==> src/rtl/uart_rx_fifo.sv <==
`default_nettype none
// ============================================================================
// Module      : uart_rx_fifo
// Description : Buffered 8N1 UART receiver. The asynchronous RX line is
//               synchronised, frames are deserialised LSB first, the stop
//               bit is checked, and good bytes are queued in a small
//               first-word-fall-through FIFO that downstream logic drains
//               with i_RD_EN. Framing errors and overruns are reported as
//               one-cycle registered pulses.
// Ports       : CLK          - single rising-edge clock
//               RST_N        - synchronous active-low reset
//               RX           - asynchronous serial input, idle high
//               i_RD_EN      - pop the head byte (ignored while empty)
//               o_RX_Byte    - head of FIFO, 8'h00 while empty
//               o_RX_Empty   - FIFO holds no bytes
//               o_RX_Full    - FIFO holds FIFO_DEPTH bytes
//               o_Frame_Err  - pulse: stop bit sampled low
//               o_Overrun    - pulse: good byte dropped, FIFO full
// Revision    : 1.0 - initial release
// ============================================================================
module uart_rx_fifo #(
  parameter int CLKS_PER_BIT = 217,
  parameter int FIFO_DEPTH   = 4
) (
  input  logic       CLK,
  input  logic       RST_N,
  input  logic       RX,
  input  logic       i_RD_EN,
  output logic [7:0] o_RX_Byte,
  output logic       o_RX_Empty,
  output logic       o_RX_Full,
  output logic       o_Frame_Err,
  output logic       o_Overrun
);

  localparam int HALF  = CLKS_PER_BIT / 2;
  localparam int CNT_W = $clog2(CLKS_PER_BIT);
  localparam int PTR_W = $clog2(FIFO_DEPTH);

  localparam logic [CNT_W-1:0] HALF_LAST  = CNT_W'(HALF - 1);
  localparam logic [CNT_W-1:0] BIT_LAST   = CNT_W'(CLKS_PER_BIT - 1);
  localparam logic [PTR_W:0]   COUNT_FULL = (PTR_W + 1)'(FIFO_DEPTH);

  localparam logic [2:0] S_IDLE  = 3'd0;
  localparam logic [2:0] S_START = 3'd1;
  localparam logic [2:0] S_DATA  = 3'd2;
  localparam logic [2:0] S_STOP  = 3'd3;
  localparam logic [2:0] S_BREAK = 3'd4;

  // --------------------------------------------------------------------------
  // Two-flop synchroniser; both flops reset to the idle (high) line level so
  // that reset never looks like a start bit.
  // --------------------------------------------------------------------------
  logic rx_meta;
  logic rx_s;

  always_ff @(posedge CLK) begin
    if (!RST_N) begin
      rx_meta <= 1'b1;
      rx_s    <= 1'b1;
    end else begin
      rx_meta <= RX;
      rx_s    <= rx_meta;
    end
  end

  // --------------------------------------------------------------------------
  // Receive state machine
  // --------------------------------------------------------------------------
  logic [2:0]       state;
  logic [CNT_W-1:0] clk_cnt;
  logic [2:0]       bit_idx;
  logic [7:0]       shift;
  logic             frame_err;
  logic             overrun;

  // FIFO bookkeeping
  logic [7:0]       mem [FIFO_DEPTH];
  logic [PTR_W-1:0] wr_ptr;
  logic [PTR_W-1:0] rd_ptr;
  logic [PTR_W:0]   count;

  logic empty;
  logic full;
  logic pop;
  logic stop_sample;
  logic push;
  logic drop;

  assign empty       = (count == '0);
  assign full        = (count == COUNT_FULL);
  assign pop         = i_RD_EN && !empty;
  assign stop_sample = (state == S_STOP) && (clk_cnt == BIT_LAST);
  // A full FIFO still accepts the byte when a pop frees a slot in the same cycle.
  assign push        = stop_sample && rx_s && (!full || pop);
  assign drop        = stop_sample && rx_s && full && !pop;

  always_ff @(posedge CLK) begin
    if (!RST_N) begin
      state     <= S_IDLE;
      clk_cnt   <= '0;
      bit_idx   <= 3'd0;
      shift     <= 8'h00;
      frame_err <= 1'b0;
      overrun   <= 1'b0;
    end else begin
      frame_err <= 1'b0;
      overrun   <= 1'b0;
      case (state)
        S_IDLE: begin
          // Holding the counter at zero here clears it on entry to START.
          clk_cnt <= '0;
          if (!rx_s) begin
            state <= S_START;
          end
        end

        S_START: begin
          if (clk_cnt == HALF_LAST) begin
            clk_cnt <= '0;
            bit_idx <= 3'd0;
            // A line already back high at mid start bit is a glitch.
            state   <= rx_s ? S_IDLE : S_DATA;
          end else begin
            clk_cnt <= clk_cnt + 1'b1;
          end
        end

        S_DATA: begin
          if (clk_cnt == BIT_LAST) begin
            clk_cnt        <= '0;
            shift[bit_idx] <= rx_s;
            if (bit_idx == 3'd7) begin
              state <= S_STOP;
            end else begin
              bit_idx <= bit_idx + 3'd1;
            end
          end else begin
            clk_cnt <= clk_cnt + 1'b1;
          end
        end

        S_STOP: begin
          if (clk_cnt == BIT_LAST) begin
            clk_cnt <= '0;
            if (rx_s) begin
              overrun <= drop;
              state   <= S_IDLE;
            end else begin
              frame_err <= 1'b1;
              state     <= S_BREAK;
            end
          end else begin
            clk_cnt <= clk_cnt + 1'b1;
          end
        end

        S_BREAK: begin
          // Stay here while the line is held low so a break is not
          // mistaken for a new start bit.
          clk_cnt <= '0;
          if (rx_s) begin
            state <= S_IDLE;
          end
        end

        default: begin
          clk_cnt <= '0;
          state   <= S_IDLE;
        end
      endcase
    end
  end

  // --------------------------------------------------------------------------
  // FIFO pointers and occupancy
  // --------------------------------------------------------------------------
  always_ff @(posedge CLK) begin
    if (!RST_N) begin
      wr_ptr <= '0;
      rd_ptr <= '0;
      count  <= '0;
    end else begin
      if (push) begin
        wr_ptr <= wr_ptr + 1'b1;
      end
      if (pop) begin
        rd_ptr <= rd_ptr + 1'b1;
      end
      case ({push, pop})
        2'b10:   count <= count + 1'b1;
        2'b01:   count <= count - 1'b1;
        default: count <= count;
      endcase
    end
  end

  // Storage is intentionally not reset; the count alone defines validity.
  always_ff @(posedge CLK) begin
    if (push) begin
      mem[wr_ptr] <= shift;
    end
  end

  assign o_RX_Byte   = empty ? 8'h00 : mem[rd_ptr];
  assign o_RX_Empty  = empty;
  assign o_RX_Full   = full;
  assign o_Frame_Err = frame_err;
  assign o_Overrun   = overrun;

endmodule
`default_nettype wire

==> config.mk <==
export PLATFORM = sky130hd
export DESIGN_NAME = uart_rx_fifo
export DESIGN_NICKNAME = d
export VERILOG_FILES = /design/src/rtl/uart_rx_fifo.sv
export SDC_FILE = /design/constraint.sdc
export NUM_CORES = 1
export LEC_CHECK = 0
export ABC_AREA = 1
export CORE_ASPECT_RATIO = 1.2
export CORE_MARGIN = 3
export CORE_UTILIZATION = 40
export DETAILED_ROUTE_END_ITERATION = 8
export SLEW_MARGIN = 20
export SYNTH_ARGS = -nofsm -noshare
export SYNTH_HDL_FRONTEND = slang
export SYNTH_SLANG_ARGS = --single-unit
==> constraint.sdc <==
create_clock -name CLK -period 3.15 [get_ports CLK]
set_clock_uncertainty 0.05 [all_clocks]
set_input_delay 0.4725 -clock CLK [delete_from_list [all_inputs] [get_ports CLK]]
set_output_delay 0.4725 -clock CLK [all_outputs]
set_load 0.02 [all_outputs]
==> results of run 1 <==
==> cell families after synthesis <==
group	Yosys count
buffers and inverters	56
DFF	67
AOI/OAI and AO/OA	47
adders and majority gates	9
xor gates and xnor gates	5
and+or+nand+nor	172
==> Yosys cell counts (all sizes together) <==
cell / n
nor2: 79
nand2: 60
inv: 48
dfxtp: 35
edfxtp: 32
o21ai: 23
a21oi: 22
nand3: 16
ha: 8
nor3: 7
clkbuf: 4
nand4: 4
xor2: 3
buf: 2
clkinv: 2
nand3b: 2
or2: 2
xnor2: 2
a211oi: 1
a41oi: 1
and3: 1
fa: 1
nor3b: 1
==> cell usage in the layout (no fill, tap or decap), types with 4 or more instances in the layout <==
master | synthesis | final
inv_1 | 46 | 46
clkdlybuf4s50_1 | 0 | 15
nand4_1 | 4 | 4
nand3_1 | 15 | 15
clkbuf_8 | 1 | 9
nor2_2 | 4 | 4
o21ai_0 | 23 | 23
ha_1 | 8 | 8
a21oi_1 | 22 | 22
dfxtp_1 | 35 | 35
nor2_1 | 74 | 74
nor3_1 | 4 | 4
nand2_1 | 54 | 54
nand2_2 | 6 | 6
edfxtp_1 | 32 | 32
==> power by group through the flow <==
stage,Clock [mW],Sequential [mW],Combinational [mW]
floorplan,0,0.989,0.389
global placement,0,1.00,0.480
detailed placement,0,1.01,0.486
CTS,0.793,0.986,0.487
global route,0.836,0.996,0.553
finish,0.774,0.986,0.484
==> registers in the layout, indices dropped and copies added, names as in the netlist, named ones only <==
| register | cells |
|---|---|
| clk_cnt | 8 |
| mem | 32 |
| wr_ptr | 2 |
| state | 3 |
| rd_ptr | 2 |
| o_Overrun | 1 |
| count | 3 |
| o_Frame_Err | 1 |
| bit_idx | 3 |
| rx_meta | 1 |
| shift | 8 |
| rx_s | 1 |
==> metrics by stage <==
stage          hold slack, ns  cells  setup slack, ns  cell area, sq um
5_1_grt                 0.409    474            0.284              3520
2_1_floorplan           0.343    356             1.30              3050
4_1_cts                 0.367    474            0.460              3520
6_report                0.367    474            0.508              3520
3_5_place_dp            0.348    458            0.749              3300
3_3_place_gp            0.346    458            0.799              3300
==> routing by layer <==
| layer | wire length (um) | share of wire | vias to the layer above |
|---|---|---|---|
| met3 | 164 | 0.028 | 13 |
| met1 | 2600 | 0.44 | 987 |
| met2 | 2930 | 0.50 | 34 |
| li1 | - | - | 1195 |
| met5 | 0 | 0 | - |
| met4 | 180 | 0.031 | 0 |
==> worst max-delay path by stage <==
stage	from	end	slack [ns]	depth (start not counted)
floorplan	clk_cnt[0]	mem[0][0]	1.30	8
global placement	i_RD_EN	mem[3][7]	0.80	5
detailed placement	i_RD_EN	mem[1][4]	0.75	5
CTS	flop	o_RX_Byte[5]	0.46	4
global route	flop	o_RX_Byte[1]	0.28	4
finish	flop	o_RX_Byte[1]	0.51	4
==> worst max-delay path, stage by stage, from the launching register on <==
cell             delay, ns
dfxtp_1               0.66
inv_2                 0.22
o21ai_0               0.27
a21oi_1               0.10
clkdlybuf4s50_1       0.54
==> area by class of cell <==
type | count | area share
Sequential cell | 67 | 0.472
Timing Repair Buffer | 18 | 0.0491
Inverter | 50 | 0.0537
Clock inverter | 6 | 0.0256
Tap cell | 90 | 0.0320
Clock buffer | 10 | 0.0363
Multi-Input combinational cell | 233 | 0.331
==> summary.md, run 1 <==
| Metric | Value |
|---|---|
| Slew @ Worst Pin | 0.745 ns |
| Vias | 2229 |
| Fill cells | 704 |
| Crit path DAT | 2.12 ns |
| Number of setup violations in the final report | 0 |
| Hold Crit Class | reg -> reg |
| Initial Util | 0.417 |
| Reg2reg setup slack | 0.92 ns |
| Die width | 85.7 um |
| GRT Util Overall | 0.152 |
| Busiest layer in global routing | met2 |
| Floorplan core area | 7320 sq um |
| Post-CTS Setup Bufs | 0 |
| Fin crit period | 2.64 ns |
| Die Height | 102 um |
| Die area | 8720 sq um |
| Number of library cell types mapped by synthesis | 31 |
| Slew HR | 0.502 |
| Final nets | 392 |
| DRC violations left | 0 |
| Largest family of logic cells by synthesized area | simple AND/OR/NAND/NOR gates |
| Post-synthesis xor/xnor area fraction | 0.0144 |
| Hold endpoint | rx_s |
| Gate Count Post-Synth | 356 |
| Initial DRT Pass Iterations | 4 |
| Flops & latches, synth | 67 |
| Syn_area_per_cell | 8.57 sq um |
| Startpoint Class | flop |
| Ys Warns | 0 |
| Post-synthesis sequential area ratio | 0.544 |
| Largest fanout on the critical path | 17 |
| Reg2reg start | clk_cnt[0] |
| R2r worst-path depth | 8 |
| HP Start | rx_meta |
| Leakage | 1.39 nW |
| CTS sink cnt | 67 |
| Final worst path period share | 0.839 |
| Min-Delay Path Depth | 1 |
| ANT nets after route | 0 |
| Post-synthesis mux area share | 0 |
| Tot Pwr | 2.24 mW |
| Layout cell share with drive strength beyond 1 | 0.102 |
| Crit Path Class | reg -> out |
| Synthesized-area fraction occupied by adder cells | 0.0394 |
| H-tree levels | 3 |
| Post-detail-place hpwl | 4310 um |
| Post-synth top area cell | edfxtp_1 |
| Synth top area cells | edfxtp_1 (31%), dfxtp_1 (23%), nor2_1 (9.1%) |
| First-pass GRT wire length | 10300 um |
| Met2 usage | 0.255 |
| Via/cell ratio | 4.70 |
| Number of port buffers | 15 |
| Status | finished, final reports clean |
| Root buffer cell | clkbuf_8 |
| Antenna Cells | 0 |
| Endpoints failing hold | 0 |
| Synthesis-to-layout area growth | 15.3% |
| Net Count, Synth | 369 |
| PD cells | 638 nW/um^2 |
| Final Util | 0.481 |
| CTS tree | built |
| IO Count | 16 |
| CTS max path bufs | 2 |
| RSZ-0062 raised after global routing | no |
| Pin count of the biggest net entering global routing | 18 |
| GPL Wtd Cong | 0.833 |
| Simple-gate share of the synthesized area | 0.249 |
| Post-CTS resize count | 0 |
| GRT overflow | 0 |
| Worst R2R End | mem[1][7] |
| Initial antenna violation count | 0 |
| Multi-input logic area | 1170 sq um |
| Slew Viols, Final | 0 |
| Sw Ratio | 0.307 |
| Pint | 1.56 mW |
| Vias in the first global route | 2204 |
| Post-DR wirelength/cell | 12.4 um |
| Met1 Resource Use GR | 0.182 |
| DR iter-0 viols | 121 |
| Clk Latency, worst-skew pair | 0.33 ns |
| Net Sw Power | 0.688 mW |
| Setup TNS | 0 ns |
| Share of the synthesized area in the top cell type | 0.315 |
| Reg power frac | 0.439 |
| Worst Path Required | 2.63 ns |
| # rows | 34 |
| Peak supply drop | 326 uV |
| Clock power frac | 0.345 |
| Met3 Track Usage GR | 0.0269 |
| Max Cap Viol | 0 |
| Clk slew on worst S/H paths | 0.08 ns |
| Flip-flop and latch area | 1660 sq um |
| Mapped Area | 3050 sq um |
| Compound-Gate Fraction of Synth Area | 0.0791 |
| Logic gate share of total power | 0.216 |
| Max Freq | 0.379 GHz |
| CTS buffer count | 9 |
| Final WL | 5880 um |
| Crit end category | primary output |
| # hold bufs at CTS | 0 |
(Power assumes the default switching activity.)
==> run 2, diff against run 1 <==
==> constraint.sdc (replaced) <==
create_clock -name CLK -period 2.7 [get_ports CLK]
set_clock_uncertainty 0.05 [all_clocks]
set_input_delay 0.405 -clock CLK [delete_from_list [all_inputs] [get_ports CLK]]
set_output_delay 0.405 -clock CLK [all_outputs]
set_load 0.02 [all_outputs]
==> summary.md, run 2 (synthesis results as in run 1) <==
| Metric | Value |
|---|---|
| Status | finished, final reports clean |
| Final WL | 5730 um |
| CTS tree | built |
| DRC violations left | 0 |
| Slew HR | 0.733 |
| H-tree levels | 3 |
| GRT overflow | 0 |
| Initial antenna violation count | 0 |
| Hold WS | 0.365 ns |
| Die Height | 102 um |
| Post-DR wirelength/cell | 12.0 um |
| Clk slew on worst S/H paths | 0.07 ns |
| Crit Path Class | reg -> out |
| Initial Util | 0.417 |
| Setup TNS | 0 ns |
| Max reg flops | 32 |
| Largest fanout on the critical path | 9 |
| Vias in the first global route | 2202 |
| RSZ-0062 raised after global routing | no |
| Startpoint Class | flop |
| ANT nets after route | 0 |
| Synthesis-to-layout area growth | 16.0% |
| Die area | 8720 sq um |
| R2r worst-path depth | 9 |
| GRT Util Overall | 0.150 |
| PD cells | 739 nW/um^2 |
| Most frequent cells in the layout | nor2_1 (74), nand2_1 (54), inv_1 (46) |
| Crit path DAT | 2.02 ns |
| Slew Viols, Final | 0 |
| DR iter-0 viols | 107 |
| Slew @ Worst Pin | 0.399 ns |
| Peak supply drop | 456 uV |
| Root buffer cell | clkbuf_8 |
| CTS buffer count | 9 |
| Floorplan core area | 7320 sq um |
| Final nets | 394 |
| CTS sink cnt | 67 |
| Post-CTS Setup Bufs | 0 |
| Via/cell ratio | 4.77 |
| Initial DRT Pass Iterations | 4 |
| Placed Area | 3320 sq um |
| Biggest register | mem |
| Hold Crit Class | reg -> reg |
| Leakage | 1.40 nW |
| # rows | 34 |
| Final worst path period share | 0.916 |
| Antenna Cells | 0 |
| Layout cell share with drive strength beyond 1 | 0.114 |
| Top Registers | mem x32, clk_cnt x8, shift x8 |
| Crit end category | primary output |
| IO Count | 16 |
| Max Cap Viol | 0 |
| Clk Latency, worst-skew pair | 0.34 ns |
| Worst Path Required | 2.25 ns |
| First-pass GRT wire length | 10100 um |
| Commonest non-fill, non-tap cell in the layout | nor2_1 |
| Pin count of the biggest net entering global routing | 18 |
| Endpoints failing hold | 0 |
| Number of setup violations in the final report | 0 |
| Number of port buffers | 15 |
| Multi-input logic area | 1170 sq um |
| Die width | 85.7 um |
| Reg2reg setup slack | 0.62 ns |
| Fin crit period | 2.47 ns |
| Post-detail-place hpwl | 4260 um |
| Flip-flop and latch area | 1660 sq um |
| GPL Wtd Cong | 0.810 |
| CTS max path bufs | 2 |
| Max Freq | 0.404 GHz |
| Final Cell Area | 3540 sq um |
| Fill cells | 711 |
| Min-Delay Path Depth | 1 |
| Vias | 2270 |
-- run 2: cell count changes in the layout (fill, tap and decap cells not counted) --
cell        previous run  this run
buf_4                  3         5
clkbuf_1               1         0
clkinv_4               2         1
clkinvlp_4             1         3
dfxtp_1               35        33
dfxtp_2                0         2
-- run 2: metal layers --
metal | share of wire | track usage | wire length [um]
met1 | 0.45 | 0.176 | 2560
met3 | 0.038 | 0.0309 | 220
met4 | 0.022 | 0.0816 | 128
met5 | 0 | 0 | 0
met2 | 0.49 | 0.257 | 2820
-- run 2: cell type report --
type / count / share of cell area
clock inverters: 7 / 0.0262
inverters: 50 / 0.0544
flip-flops and latches: 67 / 0.470
well taps: 90 / 0.0318
clock buffers: 9 / 0.0350
repair buffers: 20 / 0.0530
multi-input cells: 233 / 0.329
-- run 2: through the flow --
step	total power, mW	std cells	util	setup slack, ns
floorplan	1.61	356	-	0.850
global placement	1.73	460	0.453	0.503
detailed placement	1.73	460	0.453	0.467
CTS	2.63	476	0.483	0.129
global route	2.77	476	0.484	0.0234
finish	2.61	476	0.484	0.226
-- run 2: path summary, 6_finish.rpt --
check / startpoint / end
worst max-delay path: count[0] / o_RX_Byte[3]
worst min-delay path: rx_meta / rx_s
worst max register to register: rx_s / count[2]
worst min register to register: rx_meta / rx_s
-- run 2: critical path, stage by stage (launching register included) --
cell and delay, ns:
dfxtp_1 0.42, inv_1 0.10, nand3_1 0.14, clkinvlp_4 0.22, a21oi_1 0.18, clkdlybuf4s50_1 0.62
-- run 2: where the power goes --
part / internal [mW] / switching [mW] / leakage, nW
registers: 1.10 / 0.0593 / 0.657
logic: 0.197 / 0.364 / 0.643
clock network: 0.516 / 0.379 / 0.103
-- run 2: repair_timing --
| action | 4_1_cts | 5_1_grt |
|---|---|---|
| setup endpoints to repair | 0 | 6 |
| hold endpoints to repair | 0 | 0 |
| hold buffers | 0 | 0 |
| resized for setup | 0 | 3 |
